## config.mk

```make
export PLATFORM = sky130hd
export DESIGN_NAME = axi_hier_rd_node_flat
export DESIGN_NICKNAME = d
export VERILOG_FILES = /design/src/rtl/axi_hier_rd_node_pkg.sv /design/src/rtl/axi_hier_rd_node_if.sv /design/src/rtl/axi_hier_rd_node_qos_arb.sv /design/src/rtl/axi_hier_rd_node.sv /design/src/flat_wrapper.sv
export SDC_FILE = /design/constraint.sdc
export NUM_CORES = 1
export LEC_CHECK = 0
export BUFFER_PORTS_ARGS = -buffer_cell sky130_fd_sc_hd__buf_2
export CORE_AREA = 4 4 239 241
export DETAILED_ROUTE_END_ITERATION = 12
export DIE_AREA = 0 0 243 245
export MAX_ROUTING_LAYER = met4
export PLACE_DENSITY = 0.43
export SETUP_SLACK_MARGIN = 0.05
export SYNTH_ARGS = -nofsm -noshare
export SYNTH_HDL_FRONTEND = slang
export SYNTH_SLANG_ARGS = --single-unit
```

## constraint.sdc

```tcl
create_clock -name clk_i -period 5.6 [get_ports clk_i]
set_clock_uncertainty 0.15 [all_clocks]
set_input_delay 0.84 -clock clk_i [delete_from_list [all_inputs] [get_ports clk_i]]
set_output_delay 0.84 -clock clk_i [all_outputs]
set_load 0.02 [all_outputs]
```

## src/rtl/axi_hier_rd_node_pkg.sv

```systemverilog
// Shared types and widths for the hierarchical AXI read node and its arbiter.
package axi_hier_rd_node_pkg;

  typedef enum logic {
    ArbRR  = 1'b0,
    ArbQoS = 1'b1
  } rd_arb_mode_e;

  localparam int unsigned LenWidth  = 8;
  localparam int unsigned QosWidth  = 4;
  localparam int unsigned RespWidth = 2;

  function automatic int unsigned idx_width(input int unsigned n);
    return (n > 1) ? $clog2(n) : 0;
  endfunction

endpackage

```

## src/rtl/axi_hier_rd_node_if.sv

```systemverilog
// AR/R channel bundle for NumPorts ports; master drives AR and R ready, slave drives AR ready and R.
interface axi_hier_rd_node_if
  import axi_hier_rd_node_pkg::*;
#(
  parameter int unsigned NumPorts  = 1,
  parameter int unsigned IdWidth   = 3,
  parameter int unsigned AddrWidth = 32,
  parameter int unsigned DataWidth = 64
);
  logic [NumPorts-1:0]                 ar_valid;
  logic [NumPorts-1:0]                 ar_ready;
  logic [NumPorts-1:0][IdWidth-1:0]    ar_id;
  logic [NumPorts-1:0][AddrWidth-1:0]  ar_addr;
  logic [NumPorts-1:0][LenWidth-1:0]   ar_len;
  logic [NumPorts-1:0][QosWidth-1:0]   ar_qos;
  logic [NumPorts-1:0]                 r_valid;
  logic [NumPorts-1:0]                 r_ready;
  logic [NumPorts-1:0][IdWidth-1:0]    r_id;
  logic [NumPorts-1:0][DataWidth-1:0]  r_data;
  logic [NumPorts-1:0][RespWidth-1:0]  r_resp;
  logic [NumPorts-1:0]                 r_last;

  modport master (
    output ar_valid, ar_id, ar_addr, ar_len, ar_qos, r_ready,
    input  ar_ready, r_valid, r_id, r_data, r_resp, r_last
  );

  modport slave (
    input  ar_valid, ar_id, ar_addr, ar_len, ar_qos, r_ready,
    output ar_ready, r_valid, r_id, r_data, r_resp, r_last
  );
endinterface

```

## src/rtl/axi_hier_rd_node_qos_arb.sv

```systemverilog
// Combinational N-way arbiter: optional max-QoS filter, then first candidate at or after ptr.
// Zero latency; no state, the caller owns the pointer and decides when a grant is taken.
module axi_hier_rd_node_qos_arb
  import axi_hier_rd_node_pkg::*;
#(
  parameter int unsigned  NumPorts = 4,
  parameter int unsigned  PtrWidth = 2,
  parameter rd_arb_mode_e Mode     = ArbRR
) (
  input  logic [NumPorts-1:0]               elig,
  input  logic [NumPorts-1:0][QosWidth-1:0] qos,
  input  logic [PtrWidth-1:0]               ptr,
  output logic                              gnt_vld,
  output logic [NumPorts-1:0]               gnt_oh,
  output logic [PtrWidth-1:0]               gnt_idx
);
  logic [QosWidth-1:0] max_qos;
  logic [NumPorts-1:0] cand;

  always_comb begin
    max_qos = '0;
    cand    = '0;
    for (int i = 0; i < NumPorts; i++)
      if (elig[i] && qos[i] > max_qos) max_qos = qos[i];
    for (int i = 0; i < NumPorts; i++)
      cand[i] = elig[i] && (Mode == ArbRR || qos[i] == max_qos);
  end

  always_comb begin
    int unsigned j;
    logic [PtrWidth-1:0] jj;
    j       = 0;
    jj      = '0;
    gnt_vld = 1'b0;
    gnt_oh  = '0;
    gnt_idx = '0;
    for (int unsigned k = 0; k < NumPorts; k++) begin
      j  = (32'(ptr) + k) % NumPorts;
      jj = PtrWidth'(j);
      if (!gnt_vld && cand[jj]) begin
        gnt_vld    = 1'b1;
        gnt_idx    = jj;
        gnt_oh[jj] = 1'b1;
      end
    end
  end

endmodule

```

## src/rtl/axi_hier_rd_node.sv

```systemverilog
// N:1 AXI read node: AR arbitrated into a one-entry register (1 cycle, 1 AR/cycle), port index prepended to ID.
// R routed back combinationally by index; a port at its outstanding limit or a full stalled AR register gets no ready.
module axi_hier_rd_node
  import axi_hier_rd_node_pkg::*;
#(
  parameter int unsigned NumSlvPorts   = 4,
  parameter int unsigned AddrWidth     = 32,
  parameter int unsigned DataWidth     = 64,
  parameter int unsigned SlvIdWidth    = 3,
  parameter int unsigned MaxTxnPerPort = 8,
  parameter int unsigned ArbMode       = 0
) (
  input  logic               clk_i,
  input  logic               rst_i,
  axi_hier_rd_node_if.slave  slv,
  axi_hier_rd_node_if.master mst,
  output logic               busy_o,
  output logic               err_o
);
  localparam int unsigned  IdxWidth   = idx_width(NumSlvPorts);
  localparam int unsigned  MstIdWidth = SlvIdWidth + IdxWidth;
  localparam int unsigned  PtrWidth   = (IdxWidth > 0) ? IdxWidth : 1;
  localparam int unsigned  CntWidth   = $clog2(MaxTxnPerPort + 1);
  localparam rd_arb_mode_e Mode       = (ArbMode == 1) ? ArbQoS : ArbRR;

  logic [NumSlvPorts-1:0][CntWidth-1:0] cnt_q;
  logic [NumSlvPorts-1:0] elig, gnt_oh, inc, dec;
  logic                   gnt_vld, ar_load, ar_hs, r_hs, r_in_range;
  logic                   ar_q_valid, err_q;
  logic [PtrWidth-1:0]    gnt_idx, ptr_q, r_port;
  logic [MstIdWidth-1:0]  ar_id_d, ar_id_q;
  logic [AddrWidth-1:0]   ar_addr_q;
  logic [LenWidth-1:0]    ar_len_q;
  logic [QosWidth-1:0]    ar_qos_q;
  logic [DataWidth-1:0]   r_data;

  always_comb begin
    elig = '0;
    for (int i = 0; i < NumSlvPorts; i++)
      elig[i] = slv.ar_valid[i] && (cnt_q[i] < CntWidth'(MaxTxnPerPort));
  end

  axi_hier_rd_node_qos_arb #(
    .NumPorts (NumSlvPorts),
    .PtrWidth (PtrWidth),
    .Mode     (Mode)
  ) u_arb (
    .elig    (elig),
    .qos     (slv.ar_qos),
    .ptr     (ptr_q),
    .gnt_vld (gnt_vld),
    .gnt_oh  (gnt_oh),
    .gnt_idx (gnt_idx)
  );

  assign ar_load      = !ar_q_valid || mst.ar_ready[0];
  assign ar_hs        = gnt_vld && ar_load && !rst_i;
  assign slv.ar_ready = ar_hs ? gnt_oh : '0;

  // Index bits exist only with more than one port; a single port passes its ID through.
  if (IdxWidth > 0) begin : g_idx
    assign ar_id_d    = {gnt_idx, slv.ar_id[gnt_idx]};
    assign r_port     = mst.r_id[0][MstIdWidth-1 -: PtrWidth];
    assign r_in_range = (32'(r_port) < NumSlvPorts);
  end else begin : g_no_idx
    assign ar_id_d    = slv.ar_id[0];
    assign r_port     = '0;
    assign r_in_range = 1'b1;
  end

  assign r_data = mst.r_data[0];

  always_comb begin
    mst.r_ready = 1'b0;
    slv.r_valid = '0;
    for (int i = 0; i < NumSlvPorts; i++) begin
      slv.r_id[i]   = mst.r_id[0][SlvIdWidth-1:0];
      slv.r_data[i] = r_data;
      slv.r_resp[i] = mst.r_resp[0];
      slv.r_last[i] = mst.r_last[0];
    end
    if (!rst_i) begin
      if (r_in_range) begin
        mst.r_ready         = slv.r_ready[r_port];
        slv.r_valid[r_port] = mst.r_valid[0];
      end else begin
        mst.r_ready = 1'b1;
      end
    end
  end

  assign r_hs = mst.r_valid[0] && mst.r_ready[0];

  always_comb begin
    inc = '0;
    dec = '0;
    for (int i = 0; i < NumSlvPorts; i++) begin
      inc[i] = ar_hs && (gnt_idx == PtrWidth'(i));
      dec[i] = r_hs && r_in_range && mst.r_last[0] && (r_port == PtrWidth'(i));
    end
  end

  always_ff @(posedge clk_i or posedge rst_i) begin
    if (rst_i) begin
      cnt_q <= '0;
    end else begin
      for (int i = 0; i < NumSlvPorts; i++)
        if (inc[i] && !dec[i])      cnt_q[i] <= cnt_q[i] + CntWidth'(1);
        else if (dec[i] && !inc[i]) cnt_q[i] <= cnt_q[i] - CntWidth'(1);
    end
  end

  always_ff @(posedge clk_i or posedge rst_i) begin
    if (rst_i) begin
      ptr_q      <= '0;
      err_q      <= 1'b0;
      ar_q_valid <= 1'b0;
      ar_id_q    <= '0;
      ar_addr_q  <= '0;
      ar_len_q   <= '0;
      ar_qos_q   <= '0;
    end else begin
      if (ar_hs) ptr_q <= (32'(gnt_idx) == NumSlvPorts - 1) ? '0 : gnt_idx + PtrWidth'(1);
      if (mst.r_valid[0] && !r_in_range) err_q <= 1'b1;
      if (ar_load) begin
        ar_q_valid <= gnt_vld;
        if (gnt_vld) begin
          ar_id_q   <= ar_id_d;
          ar_addr_q <= slv.ar_addr[gnt_idx];
          ar_len_q  <= slv.ar_len[gnt_idx];
          ar_qos_q  <= slv.ar_qos[gnt_idx];
        end
      end
    end
  end

  assign mst.ar_valid = ar_q_valid;
  assign mst.ar_id    = ar_id_q;
  assign mst.ar_addr  = ar_addr_q;
  assign mst.ar_len   = ar_len_q;
  assign mst.ar_qos   = ar_qos_q;
  assign busy_o       = ar_q_valid || (|cnt_q);
  assign err_o        = err_q;

  // A last beat for a port with nothing outstanding means the downstream slave misbehaved.
  for (genvar i = 0; i < NumSlvPorts; i++) begin : g_cnt_chk
    assert property (@(posedge clk_i) disable iff (rst_i) !(dec[i] && cnt_q[i] == '0));
  end

endmodule

```

## src/flat_wrapper.sv

```systemverilog
// flat-port wrapper written by rule: the top's interface ports become plain ports
module axi_hier_rd_node_flat import axi_hier_rd_node_pkg::*;
#(
  parameter int unsigned NumSlvPorts   = 4,
  parameter int unsigned AddrWidth     = 32,
  parameter int unsigned DataWidth     = 64,
  parameter int unsigned SlvIdWidth    = 3,
  parameter int unsigned MaxTxnPerPort = 8,
  parameter int unsigned ArbMode       = 0
)
  (clk_i, rst_i, busy_o, err_o, slv_ar_valid, slv_ar_id, slv_ar_addr, slv_ar_len, slv_ar_qos, slv_r_ready, slv_ar_ready, slv_r_valid, slv_r_id, slv_r_data, slv_r_resp, slv_r_last, mst_ar_valid, mst_ar_id, mst_ar_addr, mst_ar_len, mst_ar_qos, mst_r_ready, mst_ar_ready, mst_r_valid, mst_r_id, mst_r_data, mst_r_resp, mst_r_last);
  axi_hier_rd_node_if #(.NumPorts(4), .IdWidth(3), .AddrWidth(AddrWidth), .DataWidth(DataWidth)) slv_i ();
  axi_hier_rd_node_if #(.NumPorts(1), .IdWidth(5), .AddrWidth(AddrWidth), .DataWidth(DataWidth)) mst_i ();
  input  logic clk_i;
  input  logic rst_i;
  output logic busy_o;
  output logic err_o;
  input wire logic [$bits(slv_i.ar_valid)-1:0] slv_ar_valid;
  input wire logic [$bits(slv_i.ar_id)-1:0] slv_ar_id;
  input wire logic [$bits(slv_i.ar_addr)-1:0] slv_ar_addr;
  input wire logic [$bits(slv_i.ar_len)-1:0] slv_ar_len;
  input wire logic [$bits(slv_i.ar_qos)-1:0] slv_ar_qos;
  input wire logic [$bits(slv_i.r_ready)-1:0] slv_r_ready;
  output wire logic [$bits(slv_i.ar_ready)-1:0] slv_ar_ready;
  output wire logic [$bits(slv_i.r_valid)-1:0] slv_r_valid;
  output wire logic [$bits(slv_i.r_id)-1:0] slv_r_id;
  output wire logic [$bits(slv_i.r_data)-1:0] slv_r_data;
  output wire logic [$bits(slv_i.r_resp)-1:0] slv_r_resp;
  output wire logic [$bits(slv_i.r_last)-1:0] slv_r_last;
  output wire logic [$bits(mst_i.ar_valid)-1:0] mst_ar_valid;
  output wire logic [$bits(mst_i.ar_id)-1:0] mst_ar_id;
  output wire logic [$bits(mst_i.ar_addr)-1:0] mst_ar_addr;
  output wire logic [$bits(mst_i.ar_len)-1:0] mst_ar_len;
  output wire logic [$bits(mst_i.ar_qos)-1:0] mst_ar_qos;
  output wire logic [$bits(mst_i.r_ready)-1:0] mst_r_ready;
  input wire logic [$bits(mst_i.ar_ready)-1:0] mst_ar_ready;
  input wire logic [$bits(mst_i.r_valid)-1:0] mst_r_valid;
  input wire logic [$bits(mst_i.r_id)-1:0] mst_r_id;
  input wire logic [$bits(mst_i.r_data)-1:0] mst_r_data;
  input wire logic [$bits(mst_i.r_resp)-1:0] mst_r_resp;
  input wire logic [$bits(mst_i.r_last)-1:0] mst_r_last;
  assign slv_i.ar_valid = slv_ar_valid;
  assign slv_i.ar_id = slv_ar_id;
  assign slv_i.ar_addr = slv_ar_addr;
  assign slv_i.ar_len = slv_ar_len;
  assign slv_i.ar_qos = slv_ar_qos;
  assign slv_i.r_ready = slv_r_ready;
  assign slv_ar_ready = slv_i.ar_ready;
  assign slv_r_valid = slv_i.r_valid;
  assign slv_r_id = slv_i.r_id;
  assign slv_r_data = slv_i.r_data;
  assign slv_r_resp = slv_i.r_resp;
  assign slv_r_last = slv_i.r_last;
  assign mst_ar_valid = mst_i.ar_valid;
  assign mst_ar_id = mst_i.ar_id;
  assign mst_ar_addr = mst_i.ar_addr;
  assign mst_ar_len = mst_i.ar_len;
  assign mst_ar_qos = mst_i.ar_qos;
  assign mst_r_ready = mst_i.r_ready;
  assign mst_i.ar_ready = mst_ar_ready;
  assign mst_i.r_valid = mst_r_valid;
  assign mst_i.r_id = mst_r_id;
  assign mst_i.r_data = mst_r_data;
  assign mst_i.r_resp = mst_r_resp;
  assign mst_i.r_last = mst_r_last;
  axi_hier_rd_node #(.NumSlvPorts(NumSlvPorts), .AddrWidth(AddrWidth), .DataWidth(DataWidth), .SlvIdWidth(SlvIdWidth), .MaxTxnPerPort(MaxTxnPerPort), .ArbMode(ArbMode)) u_core (.clk_i(clk_i), .rst_i(rst_i), .slv(slv_i), .mst(mst_i), .busy_o(busy_o), .err_o(err_o));
endmodule
```

; Word level (Yosys, flattened, before mapping)
; Cells that the tools add are included.
[op_classes]
n_lt_le_gt_ge = 15
muxes = 52
n_eq_ne = 6
n_reduce_logical = 55
addsub = 12
n_bitwise = 4
[ops]
columns = op, count
row1 = 32-bit binary-select mux with 2-bit select, 1
row2 = 4-bit two-way mux, 15
row3 = 1-bit logical AND, 32
row4 = 32-bit two-way mux, 1
row5 = 2-bit by 3-bit < comparator with 1-bit output (second input constant), 6
row6 = 4-bit by 1-bit adder with 4-bit output (second input constant), 4
row7 = 8-bit binary-select mux with 2-bit select, 1
row8 = 4-bit < comparator (second input constant), 4
row9 = 16-bit OR reduction, 1
row10 = 4-bit by 1-bit subtractor with 4-bit output (second input constant), 4
row11 = 1-bit two-way mux, 15
row12 = 1-bit logical NOT, 13
row13 = 4-bit bitwise OR, 3
row14 = 1-bit binary-select mux with 2-bit select, 5
row15 = 1-bit demux with 2-bit select, 5
row16 = 2-bit by 1-bit >= comparator with 1-bit output (second input constant), 5
row17 = 2-bit two-way mux, 5
row18 = 4-bit binary-select mux with 2-bit select, 1
row19 = 2-bit == test (second input constant), 4
row20 = 8-bit two-way mux, 1
row21 = 2-bit nonzero test, 4
row22 = 3-bit binary-select mux with 2-bit select, 1
row23 = 2-bit by 1-bit adder with 2-bit output (second input constant), 2
row24 = 2-bit adder (second input constant), 2
row25 = 6 further kinds, 9
[totals]
out_inout_bits = 341
reg_bits = 68
elab_cells = 154

; Depth between registers and ports, before layout
; Gate-level depths: netlist of run 1.
[depth]
word_depth = 21
ltp_mapped = 21
mapped_depth_nobuf = 16

; By module
; Synthesis of run 1 repeated with hierarchy kept, for this count alone.
[hier_totals]
cells_unflattened = 650
area_unflattened_um2 = 7019.2
[modules_own_cells]
columns = module, area_per_inst_um2, instances, cells_each
row1 = axi_hier_rd_node, 6597.6, 1, 605
row2 = axi_hier_rd_node_qos_arb, 421.7, 1, 45

; Worst setup path before layout of run 1
; Ideal clock, no wire load.
[synth_path]
path_type = input to register
start = input port rst_i
end = register u_core.cnt_q[7] in the netlist's numbering
required_time_ns = 5.325
setup_slack_ns = 0.957
arrival_time_ns = 4.368
stages = 11
n_path_buf = 0
path_cell_list = inv_1 nand2_1 nor3_1 ha_1 inv_1 ha_1 a21o_1 a21oi_1 xnor2_1 nor2_1 xor2_1
[synth_between]
elab_chain_len = 7
word_cells_on_any_way = 13
classes_between = mux (2) / reduce/logical (11)
[synth_rtl]
columns = element, line_no
row1 = start: declaration, flat_wrapper.sv:15  ; input logic rst_i;
row2 = 1-bit two-way mux, axi_hier_rd_node.sv:82  ; if (!rst_i) begin
row3 = 1-bit logical AND, axi_hier_rd_node.sv:92  ; assign r_hs = mst.r_valid[0] && mst.r_ready[0];
row4 = 1-bit logical AND (2 in a row), axi_hier_rd_node.sv:99  ; dec[i] = r_hs && r_in_range && mst.r_last[0] && (r_port == PtrWidth'(i));
row5 = 1-bit logical NOT, axi_hier_rd_node.sv:108  ; if (inc[i] && !dec[i]) cnt_q[i] <= cnt_q[i] + CntWidth'(1);
row6 = 1-bit logical AND, axi_hier_rd_node.sv:108
row7 = 4-bit two-way mux or 2-bit nonzero test (tied branches), n/a
row8 = end signal: indexed assignment, axi_hier_rd_node.sv:108
row9 = end signal: indexed assignment, axi_hier_rd_node.sv:109  ; else if (dec[i] && !inc[i]) cnt_q[i] <= cnt_q[i] - CntWidth'(1);
row10 = end: declaration, axi_hier_rd_node.sv:26  ; logic [NumSlvPorts-1:0][CntWidth-1:0] cnt_q;
; Parallel ways exist; a longest one is shown, timed or not.
; A chain may end at the register's enable or synchronous reset.

; Worst setup path after layout of run 1
[layout_path]
start = register u_core.ptr_q[0]
end = register u_core.cnt_q[15] in the netlist's numbering
[layout_between]
elab_chain_len = 18
word_cells_on_any_way = 34
classes_between = add/sub (3) / eq/ne (1) / mux (17) / reduce/logical (13)
[layout_rtl]
columns = element, line_no
row1 = start: declaration, axi_hier_rd_node.sv:30  ; logic [PtrWidth-1:0] gnt_idx, ptr_q, r_port;
row2 = start signal: assignment, axi_hier_rd_node.sv:123  ; if (ar_hs) ptr_q <= (32'(gnt_idx) == NumSlvPorts - 1) ? '0 : gnt_idx + PtrWidth'(1);
row3 = "parallel branches: the longest is 14 deep, another holds 2-bit by 1-bit adder with 2-bit output", n/a
row4 = 1-bit logical AND (*), axi_hier_rd_node.sv:98  ; inc[i] = ar_hs && (gnt_idx == PtrWidth'(i));
row5 = 1-bit logical NOT, axi_hier_rd_node.sv:109
row6 = 1-bit logical AND, axi_hier_rd_node.sv:109
row7 = 2-bit nonzero test (no line), n/a
; Mark *: on every way between the ends. The select of a mux whose other input is x is not followed.

==> results.cfg, run 1 <==
[setup_path]
arrival_ns = 4.52
crit_required_ns = 5.71
crit_path_max_fanout = 15
start_kind = flip-flop
cp-end-kind = flip-flop
path_class = flip-flop to flip-flop

[yosys]
synth_top_area_cell = buf_4
syn_area_per_cell_um2 = 8.09
synthAdderAreaFrac_pct = 4.45
ys_top_cells_by_area = buf_4 (28%), dfrtp_1 (22%), mux2i_1 (12%)
synth-xor-area-share_pct = 1.82
synth_edf_count = 0
synth-simple-area-share_pct = 11.6
synthFlopType = dfrtp_1
yosysUniqueCellTypes = 48
syn-cell-area_mm2 = 0.00770
syn_nets = 1248
synthCells = 951
synth_compound_area_share_pct = 14.1
synth_top_area_share_pct = 27.8
ys_seq_area_share_pct = 22.1
async_flop_share_pct = 100
ys_warn_count = 0
synth-seq-cells = 68
synth_top_family_by_area = buffers and inverters
synth_mux_area_share_pct = 13.8

[timing]
setup_ws_ns = 1.19
final-setup-viol-count = 0
post-route-period-util_pct = 78.8
worstMarginPinSlew_ns = 0.803
finalHoldViolations = 0
finalCriticalPeriod_ns = 4.41
fmax_ghz = 0.227
slew_viol_final = 0
rsz0062_at_grt = false
slew_headroom_pct = 46.4
tns_ns = 0

[placement]
post-place-ws_ns = 1.15
dp_hpwl_um = 20100
io_buffers = 266
gp_congestion = 0.773
place_inst = 1592

[job]
cap_violations = 0

[layout]
syn2layout_area_growth_pct = 3.58
drive_gt1_share_pct = 34.6
instances_no_fill = 1611
nets = 1196

[route]
drtIter0Drc = 308
vias = 5965
dr.pass1.iters = 4
drc = 0
vias_per_cell = 3.70
drt_wl_total_um = 26600
ant_nets = 0
wl_per_cell_um = 16.5

[run_status]
status = finished clean

[floorplan]
die_h_um = 245
dieWidth_um = 243
coreArea_mm2 = 0.0549
rows = 86
start_util_pct = 14.0
dieArea_mm2 = 0.0595
ios = 613

[clock_network]
htreeDepth = 3
numCtsBuffers = 9
clkSinkCount = 68
cts_root_buf = clkbuf_16
cts_resized = 0
clock_latency_ns = 0.37
hold_buffers = 0
cts.reportedPaths.clkPinSlew_ns = 0.07
tritoncts = done
cts_max_path_buffers = 2
cts_setup_buffers = 0

[worst_hold_path]
hold_path_class = flip-flop to flip-flop

[global_route]
grt_overflow_total = 0
grt_max_degree = 97
grt_pass1_wl_um = 39600
track_usage_pct = 9.09
grt_antenna_before_repair = 4
grt_pass1_vias = 6412

[power_and_ir_drop]
vdd_drop_max_mv = 0.338
p_leak_nw = 3.69
power.density_mw_per_mm2 = 586
## worst max-delay path, stage by stage, from the launching register on
cell and delay, ns:
dfrtp_1 0.69, inv_1 0.31, ha_1 0.55, mux4_2 0.38
nor2b_4 0.17, o31ai_4 0.39, inv_4 0.07, ha_1 0.19
and3_1 0.14, ha_1 0.21, inv_1 0.13, ha_1 0.25
a21o_1 0.16, a21oi_1 0.17, xnor2_1 0.13, nor2_1 0.06
xor2_1 0.14
## path summary, 6_finish.rpt
check	from	to	slack, ns	cells after the start
worst max-delay path	u_core.ptr_q[0]$_DFFE_PP0P_	u_core.cnt_q[15]$_DFFE_PP0P_	1.19	16
min in group asynchronous	rst_i	u_core.mst.ar_addr[5]$_DFFE_PP0N_	0.50	3
worst max register to register	u_core.ptr_q[0]$_DFFE_PP0P_	u_core.cnt_q[15]$_DFFE_PP0P_	1.19	16
worst min-delay path	u_core.mst.ar_id[4]$_DFFE_PP0N_	u_core.mst.ar_id[4]$_DFFE_PP0N_	0.33	2
worst min register to register	u_core.mst.ar_id[4]$_DFFE_PP0N_	u_core.mst.ar_id[4]$_DFFE_PP0N_	0.33	2
max in group asynchronous	rst_i	u_core.mst.ar_len[2]$_DFFE_PP0N_	4.29	3
## registers in the layout (all words and copies together), names as in the netlist
signal               flops
u_core.cnt_q            16
u_core.mst.ar_addr      32
u_core.mst.ar_id         5
u_core.mst.ar_len        8
u_core.mst.ar_qos        4
u_core.mst.ar_valid      1
u_core.ptr_q             2
## layer usage
| layer | track usage, % | routed length, µm | up-vias |
|---|---|---|---|
| li1 | - | - | 2845 |
| met1 | 11.1 | 11900 | 2763 |
| met2 | 13.0 | 11700 | 293 |
| met3 | 3.45 | 2250 | 64 |
| met4 | 4.62 | 806 | 0 |
| met5 | - | 0 | - |
## final cells by class
cell class,instances,area (µm²)
tap,704,881
clock inverter,6,93.8
inverter,8,33.8
antenna,3,7.51
fill,6311,46900
clock buffer,10,239
timing repair buffer,278,1430
multi-input combinational,534,3580
sequential,68,1700
## report_power, final
group          leakage (nW)  switching [W]  internal [W]
sequential            0.827       0.000214      0.000744
clock                 0.160       0.000274      0.000407
combinational          2.70        0.00186       0.00117
total                  3.69        0.00235       0.00232
## cells by family after synthesis
| family | count (synthesis) |
|---|---|
| fa+ha+maj | 25 |
| other cells | 1 |
| buf+inv | 349 |
| mux | 102 |
| simple gates | 209 |
| compound gates | 181 |
| xor+xnor | 16 |
| flops | 68 |
## stage by stage
step	hold WS, ns	area (µm²)	utilization, %	total power (W)
floorplan	0.326	7700	-	0.00354
global placement	0.309	7630	13.9	0.00406
detailed placement	0.317	7630	13.9	0.00408
CTS	0.334	7960	14.5	0.00480
global route	0.351	7970	14.5	0.00512
finish	0.326	7970	14.5	0.00467
## cell usage in the layout, fill, tap and decap left out, drive strengths merged, types with 12 or more instances in the layout
master	n
buf	278
nor2	12
o211ai	48
xnor2	12
ha	21
a21oi	106
dfrtp	68
nand2	155
mux2i	94
## cell usage after synthesis (6+ instances only)
cell type	number
buf_4	285
nand3_1	6
nor3_1	8
a21oi_1	106
nor2_1	12
o21ai_0	9
dfrtp_1	68
o211ai_1	48
inv_1	7
nand2b_1	6
mux2i_1	94
clkbuf_1	41
xnor2_1	12
ha_1	21
nand2_1	155
No activity file was read; power rests on OpenSTA's default activity.
==> inputs of run 2 (changes only) <==
==> constraint.sdc (replaced) <==
create_clock -name clk_i -period 4.5 [get_ports clk_i]
set_clock_uncertainty 0.15 [all_clocks]
set_input_delay 0.675 -clock clk_i [delete_from_list [all_inputs] [get_ports clk_i]]
set_output_delay 0.675 -clock clk_i [all_outputs]
set_load 0.02 [all_outputs]
==> run 2 against run 1 <==
- power up 25%
- die area unchanged
- setup slack worse by 0.81 ns
- register-to-register slack worse by 0.81 ns
- utilization about the same
- cell count barely moved
- sequential power grew 23%
- global-route usage is 0.059 points lower
- design area is 0.11% higher
- sequential share of layout area hardly changed
- via count up 2.1%
- first-iteration DRC count rose by 29%
- largest power group unchanged
==> results.cfg, run 2 (same netlist as run 1, synthesis figures left out) <==
[power_and_ir_drop]
power.density_mw_per_mm2 = 735
vdd_drop_max_mv = 0.907
power.total_w = 0.00586
p_leak_nw = 3.69

[floorplan]
start_util_pct = 14.0
ios = 613
dieWidth_um = 243
die_h_um = 245
dieArea_mm2 = 0.0595
coreArea_mm2 = 0.0549
rows = 86

[route]
drt_wl_total_um = 26800
drtIter0Drc = 396
vias = 6092
vias_per_cell = 3.78
ant_nets = 0
wl_per_cell_um = 16.6
drc = 0
dr.pass1.iters = 4

[layout]
final_common_cell = buf_2
drive_gt1_share_pct = 34.7
final_cell_mix = buf_2 (266), nand2_1 (154), a21oi_1 (106), mux2i_1 (94), dfrtp_1 (68)
nets = 1197
largest_reg_flops = 32
utilization_pct = 14.5
syn2layout_area_growth_pct = 3.69

[global_route]
grt_antenna_before_repair = 2
grt_max_degree = 97
grt_pass1_wl_um = 39800
grt_overflow_total = 0
track_usage_pct = 9.03
grt_pass1_vias = 6304

[setup_path]
crit_path_max_fanout = 12
start_kind = flip-flop
cp-end-kind = flip-flop
path_class = flip-flop to flip-flop
arrival_ns = 4.23
crit_required_ns = 4.60

[placement]
dp_hpwl_um = 20000
gp_congestion = 0.759
io_buffers = 266

[clock_network]
cts_root_buf = clkbuf_16
cts.reportedPaths.clkPinSlew_ns = 0.07
cts_setup_buffers = 0
numCtsBuffers = 9
tritoncts = done
htreeDepth = 3
clock_latency_ns = 0.37
clkSinkCount = 68
cts_max_path_buffers = 2
hold_buffers = 0
cts_resized = 0

[run_status]
status = finished clean

[timing]
tns_ns = 0
post-route-period-util_pct = 91.6
fmax_ghz = 0.243
slew_headroom_pct = 45.8
final-setup-viol-count = 0
slew_viol_final = 0
worstMarginPinSlew_ns = 0.812
rsz0062_at_grt = false
finalCriticalPeriod_ns = 4.12
finalHoldViolations = 0

[worst_hold_path]
hold_path_class = flip-flop to flip-flop

[job]
cap_violations = 0
-- run 2: changes by cell type in the layout (fill, tap and decap cells not counted), sizes merged --
cell	previous run	this run
diode	3	1
inv	10	8
clkbuf	10	9
clkinv	1	3
buf	278	279
clkinvlp	1	2
-- run 2: routing by layer --
metal  vias to the layer above  track usage, %  part of all wire, %
li1                       2840               -                    -
met1                      2888            11.1                   44
met2                       287            13.2                   45
met3                        77            3.14                  7.8
met4                         0            4.53                  3.2
met5                         -               -                    0
-- run 2: final timing paths --
| path | startpoint | endpoint | slack, ns | cells past startpoint |
|---|---|---|---|---|
| setup / recovery | u_core.ptr_q[1]$_DFFE_PP0P_ | u_core.cnt_q[15]$_DFFE_PP0P_ | 0.38 | 16 |
| hold / removal | u_core.mst.ar_id[4]$_DFFE_PP0N_ | u_core.mst.ar_id[4]$_DFFE_PP0N_ | 0.35 | 2 |
| setup reg to reg | u_core.ptr_q[1]$_DFFE_PP0P_ | u_core.cnt_q[15]$_DFFE_PP0P_ | 0.38 | 16 |
| hold reg to reg | u_core.mst.ar_id[4]$_DFFE_PP0N_ | u_core.mst.ar_id[4]$_DFFE_PP0N_ | 0.35 | 2 |
| max in group asynchronous | rst_i | u_core.mst.ar_len[4]$_DFFE_PP0N_ | 3.28 | 3 |
| min in group asynchronous | rst_i | u_core.mst.ar_addr[11]$_DFFE_PP0N_ | 0.42 | 3 |
-- run 2: critical path: stages, from the launching register on --
cell and delay [ns]:
dfrtp_1 0.58, inv_1 0.22, ha_1 0.52, mux4_2 0.38, nor2b_4 0.17, o31ai_4 0.32, inv_4 0.07, ha_1 0.19
and3_1 0.14, ha_1 0.21, inv_1 0.13, ha_1 0.25, a21o_1 0.15, a21oi_1 0.18, xnor2_1 0.14, nor2_1 0.06
xor2_1 0.14
-- run 2: stage by stage --
| stage | area [µm²] | instances | setup WS [ns] | hold slack, ns |
|---|---|---|---|---|
| global route | 7980 | 1610 | 0.160 | 0.377 |
| global placement | 7650 | 1593 | 0.267 | 0.313 |
| finish | 7980 | 1610 | 0.377 | 0.347 |
| detailed placement | 7650 | 1593 | 0.276 | 0.327 |
| CTS | 7980 | 1609 | 0.376 | 0.344 |
| floorplan | 7700 | 951 | 0.194 | 0.326 |
-- run 2: final cells by class --
type	instances	area [µm²]
fillers	6313	46900
multi-input cells	534	3580
flip-flops and latches	68	1700
repair buffers	279	1450
well taps	704	881
clock buffers	9	225
clock inverters	7	98.8
inverters	8	36.3
diodes	1	2.50
-- run 2: power breakdown --
group          internal [W]  switching (W)  leakage [nW]  total, W
registers          0.000927       0.000251         0.827   0.00118
clock network      0.000488       0.000334         0.156  0.000822
logic               0.00148        0.00238          2.71   0.00386
total               0.00289        0.00297          3.69   0.00586
==> inputs of run 3 (changes only) <==
--- a/config.mk
+++ b/config.mk
@@ -5,12 +5,12 @@
 export SDC_FILE = /design/constraint.sdc
 export NUM_CORES = 1
 export LEC_CHECK = 0
-export BUFFER_PORTS_ARGS = -buffer_cell sky130_fd_sc_hd__buf_2
-export CORE_AREA = 4 4 239 241
+export CORE_AREA = 4 4 233 235
 export DETAILED_ROUTE_END_ITERATION = 12
-export DIE_AREA = 0 0 243 245
+export DIE_AREA = 0 0 237 239
+export DONT_BUFFER_PORTS = 1
 export MAX_ROUTING_LAYER = met4
-export PLACE_DENSITY = 0.43
+export PLACE_DENSITY = 0.34
 export SETUP_SLACK_MARGIN = 0.05
 export SYNTH_ARGS = -nofsm -noshare
 export SYNTH_HDL_FRONTEND = slang
==> run 3 against run 2 <==
- cell count decreased by 17%
- sequential share of layout area up 4.2 points
- routed wire length fell by 8.3%
- non-clock buffer count is 259 lower
- clock-buffer cell count rose by 1
- critical path type unchanged
- worst hold slack lost 0.089 ns
- power shrank 5.4%
==> results.cfg, run 3 (same netlist as run 1, synthesis figures left out) <==
[floorplan]
start_util_pct = 14.7
dieWidth_um = 237
coreArea_mm2 = 0.0522
rows = 84
ios = 613
dieArea_mm2 = 0.0566
die_h_um = 239

[timing]
worstMarginPinSlew_ns = 0.815
final-setup-viol-count = 0
whs_ns = 0.258
fmax_ghz = 0.260
post-route-period-util_pct = 85.6
finalHoldViolations = 0
tns_ns = 0
slew_headroom_pct = 45.7
rsz0062_at_grt = false
slew_viol_final = 0
finalCriticalPeriod_ns = 3.85

[route]
vias_per_cell = 3.80
vias = 5069
drc = 0
wl_per_cell_um = 18.4
ant_nets = 0
dr.pass1.iters = 6
drt_wl_total_um = 24600
drtIter0Drc = 272

[layout]
instances_no_fill = 1334
utilization_pct = 12.8
drive_gt1_share_pct = 8.36
nets = 938
diodes = 0
final_common_cell = nand2_1
fillers = 5991
largest_reg_flops = 32
syn2layout_area_growth_pct = -13.3
final_cell_mix = nand2_1 (154), a21oi_1 (106), mux2i_1 (94), dfrtp_1 (68), o211ai_1 (48)

[setup_path]
path_class = flip-flop to flip-flop
crit_path_max_fanout = 10
start_kind = flip-flop
crit_required_ns = 4.60
cp-end-kind = flip-flop
arrival_ns = 3.95

[placement]
gp_congestion = 0.735
io_buffers = 0
dp_hpwl_um = 18400
place_inst = 1318

[clock_network]
tritoncts = done
cts_resized = 0
cts.reportedPaths.clkPinSlew_ns = 0.06
hold_buffers = 0
cts_root_buf = clkbuf_16
clkSinkCount = 68
cts_setup_buffers = 0
cts_max_path_buffers = 2
clock_latency_ns = 0.36
numCtsBuffers = 9
htreeDepth = 3

[global_route]
grt_antenna_before_repair = 0
track_usage_pct = 8.50
grt_pass1_vias = 5160
grt_overflow_total = 0
grt_max_degree = 73
grt_pass1_wl_um = 35000

[power_and_ir_drop]
p_leak_nw = 2.65
vdd_drop_max_mv = 0.496
power.total_w = 0.00555
power.density_mw_per_mm2 = 831

[job]
cap_violations = 0

[worst_hold_path]
hold_path_class = primary input to asynchronous set/reset pin

[run_status]
status = finished clean
==> run 3: changes by cell type in the layout (fill, tap and decap cells not counted), sizes merged <==
cell      change
buf         -259
clkbuf        +1
clkinv        -1
clkinvlp      +1
diode         -1
inv           -1
==> run 3: final cells by class <==
cell class              count  area, µm²  area share (%)
repair buffers             20        175            2.63
clock buffers              10        229            3.43
clock inverters             6       88.8            1.33
inverters                   8       36.3           0.544
flip-flops and latches     68       1700            25.5
multi-input cells         534       3580            53.7
well taps                 688        861            12.9
==> run 3: stage by stage <==
step / setup WS, ns / cell area (µm²)
2_1_floorplan: 0.194 / 7700
3_3_place_gp: 0.485 / 6350
3_5_place_dp: 0.487 / 6350
4_1_cts: 0.607 / 6670
5_1_grt: 0.411 / 6670
6_report: 0.647 / 6670
==> run 3: report_power, final <==
group	switching (W)	internal, W
sequential	0.000574	0.000924
combinational	0.00195	0.00129
clock	0.000322	0.000486
total	0.00285	0.00270
==> run 3: worst max-delay path: stages, from the launching register on <==
cell and delay, ns:
dfrtp_1 0.34, inv_1 0.11, ha_1 0.49, mux4_2 0.39, nor2b_4 0.17, o31ai_4 0.41
inv_4 0.07, ha_1 0.20, and3_1 0.14, ha_1 0.22, inv_1 0.14, ha_1 0.25
a21o_1 0.15, a21oi_1 0.16, xnor2_1 0.13, nor2_1 0.07, xor2_1 0.14
==> run 3: path summary, 6_finish.rpt <==
path                                               from                                 end  slack (ns)  cells past startpoint
max                         u_core.ptr_q[1]$_DFFE_PP0P_        u_core.cnt_q[15]$_DFFE_PP0P_        0.65                     16
min                                               rst_i     u_core.mst.ar_id[3]$_DFFE_PP0N_        0.26                      2
max reg2reg                 u_core.ptr_q[1]$_DFFE_PP0P_        u_core.cnt_q[15]$_DFFE_PP0P_        0.65                     16
min reg2reg                u_core.cnt_q[10]$_DFFE_PP0P_        u_core.cnt_q[10]$_DFFE_PP0P_        0.39                      2
max in group asynchronous                         rst_i    u_core.mst.ar_len[3]$_DFFE_PP0N_        3.47                      2
min in group clk_i                     slv_ar_addr[120]  u_core.mst.ar_addr[24]$_DFFE_PP0N_        0.38                      2
==> run 3: layer usage <==
metal  part of all wire [%]  wire length, µm  track usage, %  vias to the layer above
met5                      0                0               -                        -
met4                    3.2              797            4.09                        0
met3                    8.1             1990            3.01                       57
met2                     45            11100            12.4                      280
met1                     44            10700            10.4                     2415
li1                       -                -               -                     2317
